[src/rtl/exec_pkg.sv]
// Shared definitions for the sequential execution unit: opcode map, instruction
// field positions, flag bit indices and FSM state encoding.
package exec_pkg;

   localparam logic [4:0] OP_MOVSGPR = 5'd0;
   localparam logic [4:0] OP_MOV     = 5'd1;
   localparam logic [4:0] OP_ADD     = 5'd2;
   localparam logic [4:0] OP_SUB     = 5'd3;
   localparam logic [4:0] OP_MUL     = 5'd4;
   localparam logic [4:0] OP_ROR     = 5'd5;
   localparam logic [4:0] OP_RAND    = 5'd6;
   localparam logic [4:0] OP_RXOR    = 5'd7;
   localparam logic [4:0] OP_RXNOR   = 5'd8;
   localparam logic [4:0] OP_RNAND   = 5'd9;
   localparam logic [4:0] OP_RNOR    = 5'd10;
   localparam logic [4:0] OP_RNOT    = 5'd11;

   localparam int OPER_HI  = 31;
   localparam int OPER_LO  = 27;
   localparam int RDST_HI  = 26;
   localparam int RDST_LO  = 22;
   localparam int RSRC1_HI = 21;
   localparam int RSRC1_LO = 17;
   localparam int IMM_BIT  = 16;
   localparam int RSRC2_HI = 15;
   localparam int RSRC2_LO = 11;
   localparam int ISRC_HI  = 15;
   localparam int ISRC_LO  = 0;

   localparam int FLG_Z = 3;
   localparam int FLG_N = 2;
   localparam int FLG_C = 1;
   localparam int FLG_V = 0;

   typedef enum logic [1:0] {
      ST_IDLE = 2'd0,
      ST_MUL  = 2'd1,
      ST_WB   = 2'd2
   } state_t;

   // The rsrc2 field aliases isrc, so it only names a register in register mode.
   function automatic logic uses_rsrc2(input logic [4:0] oper, input logic imm_mode);
      return !imm_mode && (oper inside {OP_ADD, OP_SUB, OP_MUL, OP_ROR, OP_RAND,
                                        OP_RXOR, OP_RXNOR, OP_RNAND, OP_RNOR});
   endfunction

endpackage

[src/rtl/seq_mul_unit.sv]
// Unsigned shift-add multiplier: one add/shift iteration per cycle, DATA_W cycles
// per product; done marks the cycle whose closing edge completes the product.
module seq_mul_unit #(
   parameter int DATA_W = 16
) (
   input  logic                  clk,
   input  logic                  rst_n,
   input  logic                  start,
   input  logic [DATA_W-1:0]     a,
   input  logic [DATA_W-1:0]     b,
   output logic                  done,
   output logic [2*DATA_W-1:0]   product
);

   localparam int CNT_W = $clog2(DATA_W);
   localparam logic [CNT_W-1:0] LAST = CNT_W'(DATA_W - 1);

   logic [DATA_W-1:0] mcand;
   logic [CNT_W-1:0]  cnt;
   logic              busy;
   logic [DATA_W:0]   partial;

   // Low half starts as the multiplier and drains out of bit 0 as the product fills in.
   assign partial = {1'b0, product[2*DATA_W-1:DATA_W]} + {1'b0, (product[0] ? mcand : '0)};
   assign done    = busy && (cnt == LAST);

   always_ff @(posedge clk or negedge rst_n) begin
      if (!rst_n) begin
         product <= '0;
         mcand   <= '0;
         cnt     <= '0;
         busy    <= 1'b0;
      end else if (start) begin
         product <= {{DATA_W{1'b0}}, b};
         mcand   <= a;
         cnt     <= '0;
         busy    <= 1'b1;
      end else if (busy) begin
         product <= {partial, product[DATA_W-1:1]};
         cnt     <= cnt + 1'b1;
         if (cnt == LAST) busy <= 1'b0;
      end
   end

endmodule

[src/rtl/seq_exec_unit.sv]
// Clocked register-file ALU with valid/ready issue, multi-cycle multiply,
// status flags, illegal-instruction error pulse, write-back monitor and debug read.
module seq_exec_unit import exec_pkg::*; #(
   parameter int DATA_W = 16,
   parameter int NREG   = 32
) (
   input  logic              clk,
   input  logic              rst_n,
   input  logic [31:0]       instr,
   input  logic              instr_valid,
   output logic              instr_ready,
   output logic              wb_valid,
   output logic [4:0]        wb_addr,
   output logic [DATA_W-1:0] wb_data,
   output logic [3:0]        flags,
   output logic              err,
   input  logic [4:0]        dbg_addr,
   output logic [DATA_W-1:0] dbg_data,
   output logic [DATA_W-1:0] sgpr
);

   localparam int MSB = DATA_W - 1;

   logic [DATA_W-1:0] gpr [NREG];
   state_t            state;
   logic [4:0]        mul_rdst;

   logic [4:0]        oper, rdst, rsrc1, rsrc2;
   logic              imm_mode;
   logic [15:0]       isrc;
   logic [DATA_W-1:0] op_a, op_b, result;
   logic [DATA_W:0]   sum, diff;
   logic [3:0]        flags_nxt;
   logic              illegal, accept, mul_start, mul_done;
   logic [2*DATA_W-1:0] product;

   // Index fields are 5 bits but the file may be smaller; out-of-range reads give 0.
   function automatic logic [DATA_W-1:0] rd_gpr(input logic [4:0] idx);
      logic [DATA_W-1:0] val;
      val = '0;
      for (int i = 0; i < NREG; i++)
         if (idx == 5'(i)) val = gpr[i];
      return val;
   endfunction

   assign accept    = instr_valid && instr_ready;
   assign mul_start = accept && !illegal && (oper == OP_MUL);
   assign dbg_data  = rd_gpr(dbg_addr);

   always_comb begin
      // NOTE: every variable written here gets a default first so no latch is inferred.
      oper      = instr[OPER_HI:OPER_LO];
      rdst      = instr[RDST_HI:RDST_LO];
      rsrc1     = instr[RSRC1_HI:RSRC1_LO];
      imm_mode  = instr[IMM_BIT];
      rsrc2     = instr[RSRC2_HI:RSRC2_LO];
      isrc      = instr[ISRC_HI:ISRC_LO];
      op_a      = rd_gpr(rsrc1);
      op_b      = imm_mode ? DATA_W'(isrc) : rd_gpr(rsrc2);
      sum       = {1'b0, op_a} + {1'b0, op_b};
      diff      = {1'b0, op_a} - {1'b0, op_b};
      result    = '0;
      flags_nxt = '0;
      case (oper)
         OP_MOVSGPR: result = sgpr;
         OP_MOV:     result = imm_mode ? op_b : op_a;
         OP_ADD: begin
            result           = sum[MSB:0];
            flags_nxt[FLG_C] = sum[DATA_W];
            flags_nxt[FLG_V] = (op_a[MSB] == op_b[MSB]) && (result[MSB] != op_a[MSB]);
         end
         OP_SUB: begin
            result           = diff[MSB:0];
            flags_nxt[FLG_C] = diff[DATA_W];
            flags_nxt[FLG_V] = (op_a[MSB] != op_b[MSB]) && (result[MSB] != op_a[MSB]);
         end
         OP_ROR:   result = op_a | op_b;
         OP_RAND:  result = op_a & op_b;
         OP_RXOR:  result = op_a ^ op_b;
         OP_RXNOR: result = ~(op_a ^ op_b);
         OP_RNAND: result = ~(op_a & op_b);
         OP_RNOR:  result = ~(op_a | op_b);
         OP_RNOT:  result = imm_mode ? ~op_b : ~op_a;
         default:  result = '0;
      endcase
      flags_nxt[FLG_Z] = (result == '0);
      flags_nxt[FLG_N] = result[MSB];
      illegal = (oper > OP_RNOT) || (int'(rdst) >= NREG) || (int'(rsrc1) >= NREG) ||
                (uses_rsrc2(oper, imm_mode) && (int'(rsrc2) >= NREG));
   end

   seq_mul_unit #(.DATA_W(DATA_W)) u_mul (
      .clk     (clk),
      .rst_n   (rst_n),
      .start   (mul_start),
      .a       (op_a),
      .b       (op_b),
      .done    (mul_done),
      .product (product)
   );

   always_ff @(posedge clk or negedge rst_n) begin
      if (!rst_n) begin
         state       <= ST_IDLE;
         instr_ready <= 1'b1;
         wb_valid    <= 1'b0;
         wb_addr     <= '0;
         wb_data     <= '0;
         err         <= 1'b0;
         flags       <= '0;
         sgpr        <= '0;
         mul_rdst    <= '0;
         // NOTE: the register file is architecturally cleared by reset, so it lives in flops, not RAM.
         for (int i = 0; i < NREG; i++) gpr[i] <= '0;
      end else begin
         // NOTE: state uses non-blocking assignments so every read sees pre-edge values.
         wb_valid <= 1'b0;
         err      <= 1'b0;
         case (state)
            ST_IDLE: begin
               if (accept) begin
                  if (illegal) begin
                     err <= 1'b1;
                  end else if (oper == OP_MUL) begin
                     state       <= ST_MUL;
                     instr_ready <= 1'b0;
                     mul_rdst    <= rdst;
                  end else begin
                     for (int i = 0; i < NREG; i++)
                        if (rdst == 5'(i)) gpr[i] <= result;
                     wb_valid <= 1'b1;
                     wb_addr  <= rdst;
                     wb_data  <= result;
                     if (oper != OP_MOVSGPR) flags <= flags_nxt;
                  end
               end
            end
            ST_MUL: begin
               if (mul_done) state <= ST_WB;
            end
            ST_WB: begin
               for (int i = 0; i < NREG; i++)
                  if (mul_rdst == 5'(i)) gpr[i] <= product[MSB:0];
               sgpr         <= product[2*DATA_W-1:DATA_W];
               flags        <= {(product[MSB:0] == '0), product[MSB],
                                (|product[2*DATA_W-1:DATA_W]), 1'b0};
               wb_valid     <= 1'b1;
               wb_addr      <= mul_rdst;
               wb_data      <= product[MSB:0];
               state        <= ST_IDLE;
               instr_ready  <= 1'b1;
            end
            default: begin
               state       <= ST_IDLE;
               instr_ready <= 1'b1;
            end
         endcase
      end
   end

endmodule

[config.mk]
export PLATFORM = sky130hd
export DESIGN_NAME = seq_exec_unit
export DESIGN_NICKNAME = d
export VERILOG_FILES = /design/src/rtl/exec_pkg.sv /design/src/rtl/seq_mul_unit.sv /design/src/rtl/seq_exec_unit.sv
export SDC_FILE = /design/constraint.sdc
export NUM_CORES = 2
export LEC_CHECK = 0
export ABC_CLOCK_PERIOD_IN_PS = 9700
export BUFFER_PORTS_ARGS = -buffer_cell sky130_fd_sc_hd__buf_2
export CAP_MARGIN = 10
export CORE_MARGIN = 10
export CORE_UTILIZATION = 35
export CTS_CLUSTER_DIAMETER = 30
export DETAILED_ROUTE_END_ITERATION = 10
export PLACE_DENSITY = 0.48
export SLEW_MARGIN = 20
export SYNTH_ARGS = -nofsm -noshare
export SYNTH_HDL_FRONTEND = slang
export SYNTH_SLANG_ARGS = --single-unit
[constraint.sdc]
create_clock -name clk -period 9.7 [get_ports clk]
set_input_delay 2.91 -clock clk [delete_from_list [all_inputs] [get_ports clk]]
set_output_delay 2.91 -clock clk [all_outputs]
set_load 0.02 [all_outputs]
Word level (Yosys, flattened, before mapping)
Cells that the tools add are included.
- add/sub/neg operators: 4
- magnitude comparators: 1
- equal/unequal tests: 243
- muxes and demuxes: 206
- bitwise gates (word level): 10
- reductions and logical operators: 57
- operators with widths (cell ; number):
    $mux W16 ; 167
    $mux W512 ; 3
    $pmux W512 S2 ; 1
    $eq A5 B5 Y1 const B ; 80
    $eq A5 B4 Y1 const B ; 44
    $reduce_and A6 Y1 ; 32
    $pmux W16 S11 ; 1
    $ne A2 B2 Y1 const B ; 70
    $eq A5 B3 Y1 const B ; 24
    $not A16 Y16 ; 5
    $mux W32 ; 2
    $eq A5 B2 Y1 const B ; 12
    $add A16 B16 Y17 ; 2
    $logic_not A16 Y1 ; 2
    $pmux W16 S2 ; 1
    $eq A5 B1 Y1 const B ; 6
    $logic_not A5 Y1 ; 6
    $mux W4 ; 6
    $sub A16 B16 Y17 ; 1
    $and A16 B16 Y16 ; 1
    $or A16 B16 Y16 ; 1
    $reduce_and A4 Y1 ; 4
    $reduce_or A16 Y1 ; 1
    $xor A16 B16 Y16 ; 1
    other kinds (21) ; 48
- bits in registers: 616
- input bits: 40
- logic and storage cells: 566

Depth between registers and ports, before layout
- depth after elaboration: 43
- mapped depth: 35
- gate-level depth less buffers: 29

By module
A second synthesis with hierarchy kept.
- cells, all modules: 5131
- area total of the unflattened synthesis: 44001.0 um^2
- modules (own cells, without submodules) (module ; times used ; cells an instance ; area each (um^2) ; sequential area each (um^2)):
    seq_exec_unit ; 1 ; 4831 ; 40966.8 ; 14089.8
    seq_mul_unit ; 1 ; 300 ; 3034.2 ; 1326.3

Worst setup path before layout
No wires, ideal clock.
- path type: input-to-reg
- start: input instr[12]
- end: register gpr[463] in the netlist's numbering
- arrival time: 9.112 ns
- data required time: 9.568 ns
- slack: 0.457 ns
- stages: 30
- cell sequence: buf_2 -> buf_2 -> buf_4 -> buf_2 -> buf_2 -> buf_1 -> mux2_2 -> a31oi_1 -> o21ai_0 -> a222oi_1 -> o221ai_1 -> a211oi_1 -> o22ai_1 -> a221o_1 -> inv_1 -> ha_1 -> a21o_1 -> a21o_1 -> a2111oi_0 -> o31a_1 -> a21oi_1 -> a21o_1 -> a21oi_1 -> nor2_1 -> mux2_2 -> a211oi_1 -> o311ai_2 -> mux2i_1 -> clkbuf_2 -> o21ai_0
- longest elaborated chain between the ends: 42
- elaborated cells on any way between the ends: 82
- ends and longest elaborated chain (what ; line ; source):
    from (decl) ; seq_exec_unit.sv:9 ; input logic [31:0] instr,
    $logic_not A5 Y1 ; seq_exec_unit.sv:42 ; if (idx == 5'(i)) val = gpr[i];
    $mux W16 (32 in series) ; seq_exec_unit.sv:42 ;
    $mux W16 (*) ; seq_exec_unit.sv:59 ; op_b = imm_mode ? DATA_W'(isrc) : rd_gpr(rsrc2);
    branches (longest 2 deep; another with $sub A16 B16 Y17) ; -- ;
    $pmux W16 S11 (*) ; seq_exec_unit.sv:64 ; case (oper)
    $mux W16 (*) ; seq_exec_unit.sv:130 ; if (rdst == 5'(i)) gpr[i] <= result;
    $mux W512 (*) ; seq_exec_unit.sv:124 ; end else if (oper == OP_MUL) begin
    $mux W512 (*) ; seq_exec_unit.sv:122 ; if (illegal) begin
    $mux W512 (*) ; seq_exec_unit.sv:121 ; if (accept) begin
    $pmux W512 S2 (*) ; seq_exec_unit.sv:119 ; case (state)
    to (signal, indexed assignment) ; seq_exec_unit.sv:130 ;
    to (signal, indexed assignment) ; seq_exec_unit.sv:143 ; if (mul_rdst == 5'(i)) gpr[i] <= product[MSB:0];
    to (decl) ; seq_exec_unit.sv:24 ; logic [DATA_W-1:0] gpr [NREG];
Every way passes the cells marked *. The select of a mux whose other input is x is not followed.
A chain may end at the register's enable or synchronous reset.

Worst setup path after layout
- start: input dbg_addr[3]
- end: output dbg_data[5]
- longest elaborated chain between the ends: 33
- elaborated cells on any way between the ends: 64
- ends and longest elaborated chain (what ; line ; source):
    from (decl) ; seq_exec_unit.sv:17 ; input logic [4:0] dbg_addr,
    $logic_not A5 Y1 ; seq_exec_unit.sv:42 ;
    $mux W16 (31 in series) ; seq_exec_unit.sv:42 ;
    $mux W16 (*) ; seq_exec_unit.sv:42 ;
    to (decl) ; seq_exec_unit.sv:18 ; output logic [DATA_W-1:0] dbg_data,
Every way passes the cells marked *; elsewhere a longest branch is shown, timed or not.

==> results by group <==
Finish
  • Cell area after layout: 54,660 um^2
  • Layout cell share with drive strength beyond 1: between 10% and 20%
  • Final net count: approximately 5,900
  • Util after Layout: 44.15%
  • Area Overhead vs Synth: 25.09%
  • Area occupied by multi-input gates: approximately 26,000 um^2
  • Register area: roughly 15,000 um^2
  • Fillcell total: about 13,000

Critical path
  • R2R depth: 29
  • Crit path cell chain: buf_2 > or3b_2 > nor2_1 > buf_12 > nand2_1 > o21ai_0 > a221oi_1 > and4_1 > a222oi_1 > buf_4 > a21oi_1 > a221oi_1 > buf_4 > nor3_1 > a211oi_1 > buf_4 > buf_2
  • Reg2reg start: gpr[464]
  • Worst EP required: between 6 and 7 ns
  • Slowest CP cell: or3b_2
  • Flop2flop setup slack: ~2.5 ns
  • CP endpoint: dbg_data[5]
  • Reg-to-reg endpoint: gpr[191]
  • Worst Path Arrival: 6.73 ns
  • Worst-path fanout max: 12
  • Setup CP Type: in -> out
  • Critical path's largest stage delay: around 0.60 ns
  • CP Launch Type: input port
  • Crit. End Element: output pin
  • Cell mode on critical path: buf_4
  • CP Launch Point: dbg_addr[3]

STA
  • Min Clock Period, post-route: 9.635 ns
  • Post-route setup TNS: 0 ns
  • Slew @ Worst Pin: approximately 1.3 ns
  • Rel. slew slack: 13.36%
  • Slew Limit Fails: 0
  • Final hold viol count: 0
  • Fin crit share: a little under 100%
  • Fmax: ~100 MHz
  • Fin Clk Skew: 0.04405 ns
  • RSZ-0062 raised after global routing: no
  • WHS: around 0.47 ns
  • Final setup viols: 0

Pwr
  • PD cells: 187.1 nW/um^2
  • Total chip power: roughly 10 mW
  • Leakage: roughly 23 nW
  • Maximum VDD drop: ~0.18 mV

Status
  • Status: completed

GRT
  • Pin count of the biggest net entering global routing: about 150
  • Grt ovf: 0
  • Initial antenna violation count: 28
  • Vias in the first global route: 47,590
  • Tot GR Track Use: 40.01%
  • First-pass GRT wire length: between 300 and 400 mm

Synth
  • Synth async-reset ratio: between 90% and 100%
  • Synth area leader: dfrtp_1
  • Mapped Avg Cell Area: 7.915 um^2
  • Share of the synthesized area in the top cell type: 35.22%
  • Netlist cell types: 109
  • EDFF count, synth: 0
  • Synthesized Nets: 5,628
  • Post-Syn Instances: ~5,500
  • Commonest cells post-synth: 939 x o21ai_0, 912 x nand2_1, 615 x dfrtp_1
  • Post-synthesis sequential area ratio: a little over a third
  • Yosys reg bits: roughly 620
  • YS warnings: 0
  • Most common cell in the synthesized netlist: o21ai_0
  • Synthesized area: approximately 44,000 um^2
  • Post-synth top flop: dfrtp_1
  • Top cells by area, synth: dfrtp_1 35%, o21ai_0 11%, nand2_1 7.8%

Job
  • Total of max-cap violations: 0

Detailed routing
  • Post-route ant nets: 0
  • TritonRoute pass-1 iters: 9
  • Highest metal used: met5
  • WL final: around 290 mm
  • Number of remaining DRC errors: 0
  • Starting DRT DRC Count: 7,501
  • WL/cell: approximately 38 um
  • Routed wl met2: approximately 110 mm
  • M1 wire length: approximately 120 mm
  • Via density: 6.693
  • Vias: ~51,000
  • Total length of routed met3 wires: around 36 mm

Clock network
  • Clock transition at path regs: approximately 0.04 ns
  • CTS tree: done
  • Clk buf depth: 3
  • CTS Hold Bufs: 0
  • Clk sinks: just over 600
  • Clock root buffer: clkbuf_16
  • Post-CTS Setup Inserts: 0
  • H-tree depth: 4
  • CTS Buf Count: between 150 and 200
  • Worst-Skew Late Latency: ~0.81 ns
  • CTS resizes: 0

Placed design
  • PortBufs: a little under 100
  • Placed inst area: ~48,000 um^2
  • HPWL after detailed placement: 216.6 mm
  • Placer Congestion: ~1.0

Die
  • Die Footprint: 139,400 um^2
  • Die width: ~370 um
  • Row cnt: ~130
  • Starting density of the core: between 30% and 40%
  • DIE HEIGHT: ~370 um
  • Core footprint: 123,800 um^2
  • IO Pins: 100

Min path
  • Hold Path Stages: 2
  • HP Class: reg -> reg
-- per-layer routing --
layer,global-route usage (%),vias to the layer above
met5,0,-
met4,20.58,26
met3,12.71,893
met2,55.39,3597
met1,55.09,25340
li1,-,20860
-- cell type report --
cell class / instances / share of cell area [%]
inverters: 109 / 0.7485
well taps: 1637 / 3.747
repair buffers: 597 / 8.570
flip-flops and latches: 616 / 28.21
clock inverters: 104 / 2.822
multi-input cells: 4294 / 47.37
diodes: 7 / 0.03205
clock buffers: 213 / 8.499
-- placed cells by master (no fill, tap or decap), types with 24 or more instances in the layout --
cell type	count
nand2_1	912
o21ai_0	899
dfrtp_1	613
buf_4	467
a21oi_1	424
nor2_1	345
clkbuf_16	170
mux2i_1	159
o22ai_1	145
inv_1	100
buf_2	91
nand3_1	81
nor3_1	68
mux2_2	68
a22oi_1	67
a221oi_1	67
ha_1	64
a31oi_1	58
o221ai_1	56
o211ai_1	52
a211oi_1	48
mux4_2	45
o21ai_1	43
nand2b_1	41
nor2b_1	35
clkinv_2	35
o21ai_2	33
buf_12	32
and2_1	29
a21o_1	27
o21a_1	25
bufinv_16	24
-- stage by stage --
step           worst slack (ns)  std cells
3_3_place_gp             0.1472       7253
6_report                0.06469       7577
3_5_place_dp            0.02540       7253
5_1_grt                 0.05593       7570
4_1_cts                  0.1734       7570
2_1_floorplan            0.4569       5521
-- where the power goes --
part           leakage, nW  switching [mW]  internal [mW]
clock network         2.97            1.91           4.06
registers             8.47               0           2.58
logic                 11.5            1.22          0.471
-- kinds of logic (layout without fill, tap and decap cells) --
family | after synthesis | after routing | synth area share (%)
AND/OR/NAND/NOR | 1730 | 1730 | 17.69
adder cells (fa/ha/maj) | 67 | 67 | 1.970
multiplexers | 280 | 280 | 7.928
buffers and inverters | 611 | 1023 | 6.334
flip-flops | 616 | 616 | 35.28
other | 0 | 7 | 0
XOR/XNOR | 19 | 19 | 0.3808
AO/OA/AOI/OAI | 2198 | 2198 | 30.42
-- worst max-delay path: cells and delay by family --
family	cells	cell delay, ns
AO/OA/AOI/OAI	6	1.38
buffers and inverters	6	1.20
AND/OR/NAND/NOR	5	1.22
-- flip-flops by register name, indices dropped and copies added (netlist names), 2 cells and up --
name           flops
flags              4
wb_data           16
state              2
wb_addr            5
sgpr              16
u_mul.product     32
u_mul.cnt          4
u_mul.mcand       16
gpr              512
mul_rdst           5
-- worst min path at each step --
stage                                  to  slack [ns]       startpoint
after detailed placement       wb_data[3]        0.47       wb_data[3]
after floorplan            u_mul.mcand[0]        0.44   u_mul.mcand[0]
after global placement         wb_data[8]        0.46       wb_data[8]
after global routing      u_mul.mcand[10]        0.50  u_mul.mcand[10]
after CTS                  u_mul.mcand[4]        0.48   u_mul.mcand[4]
final                      u_mul.mcand[7]        0.47   u_mul.mcand[7]
(Power assumes the default switching activity.)
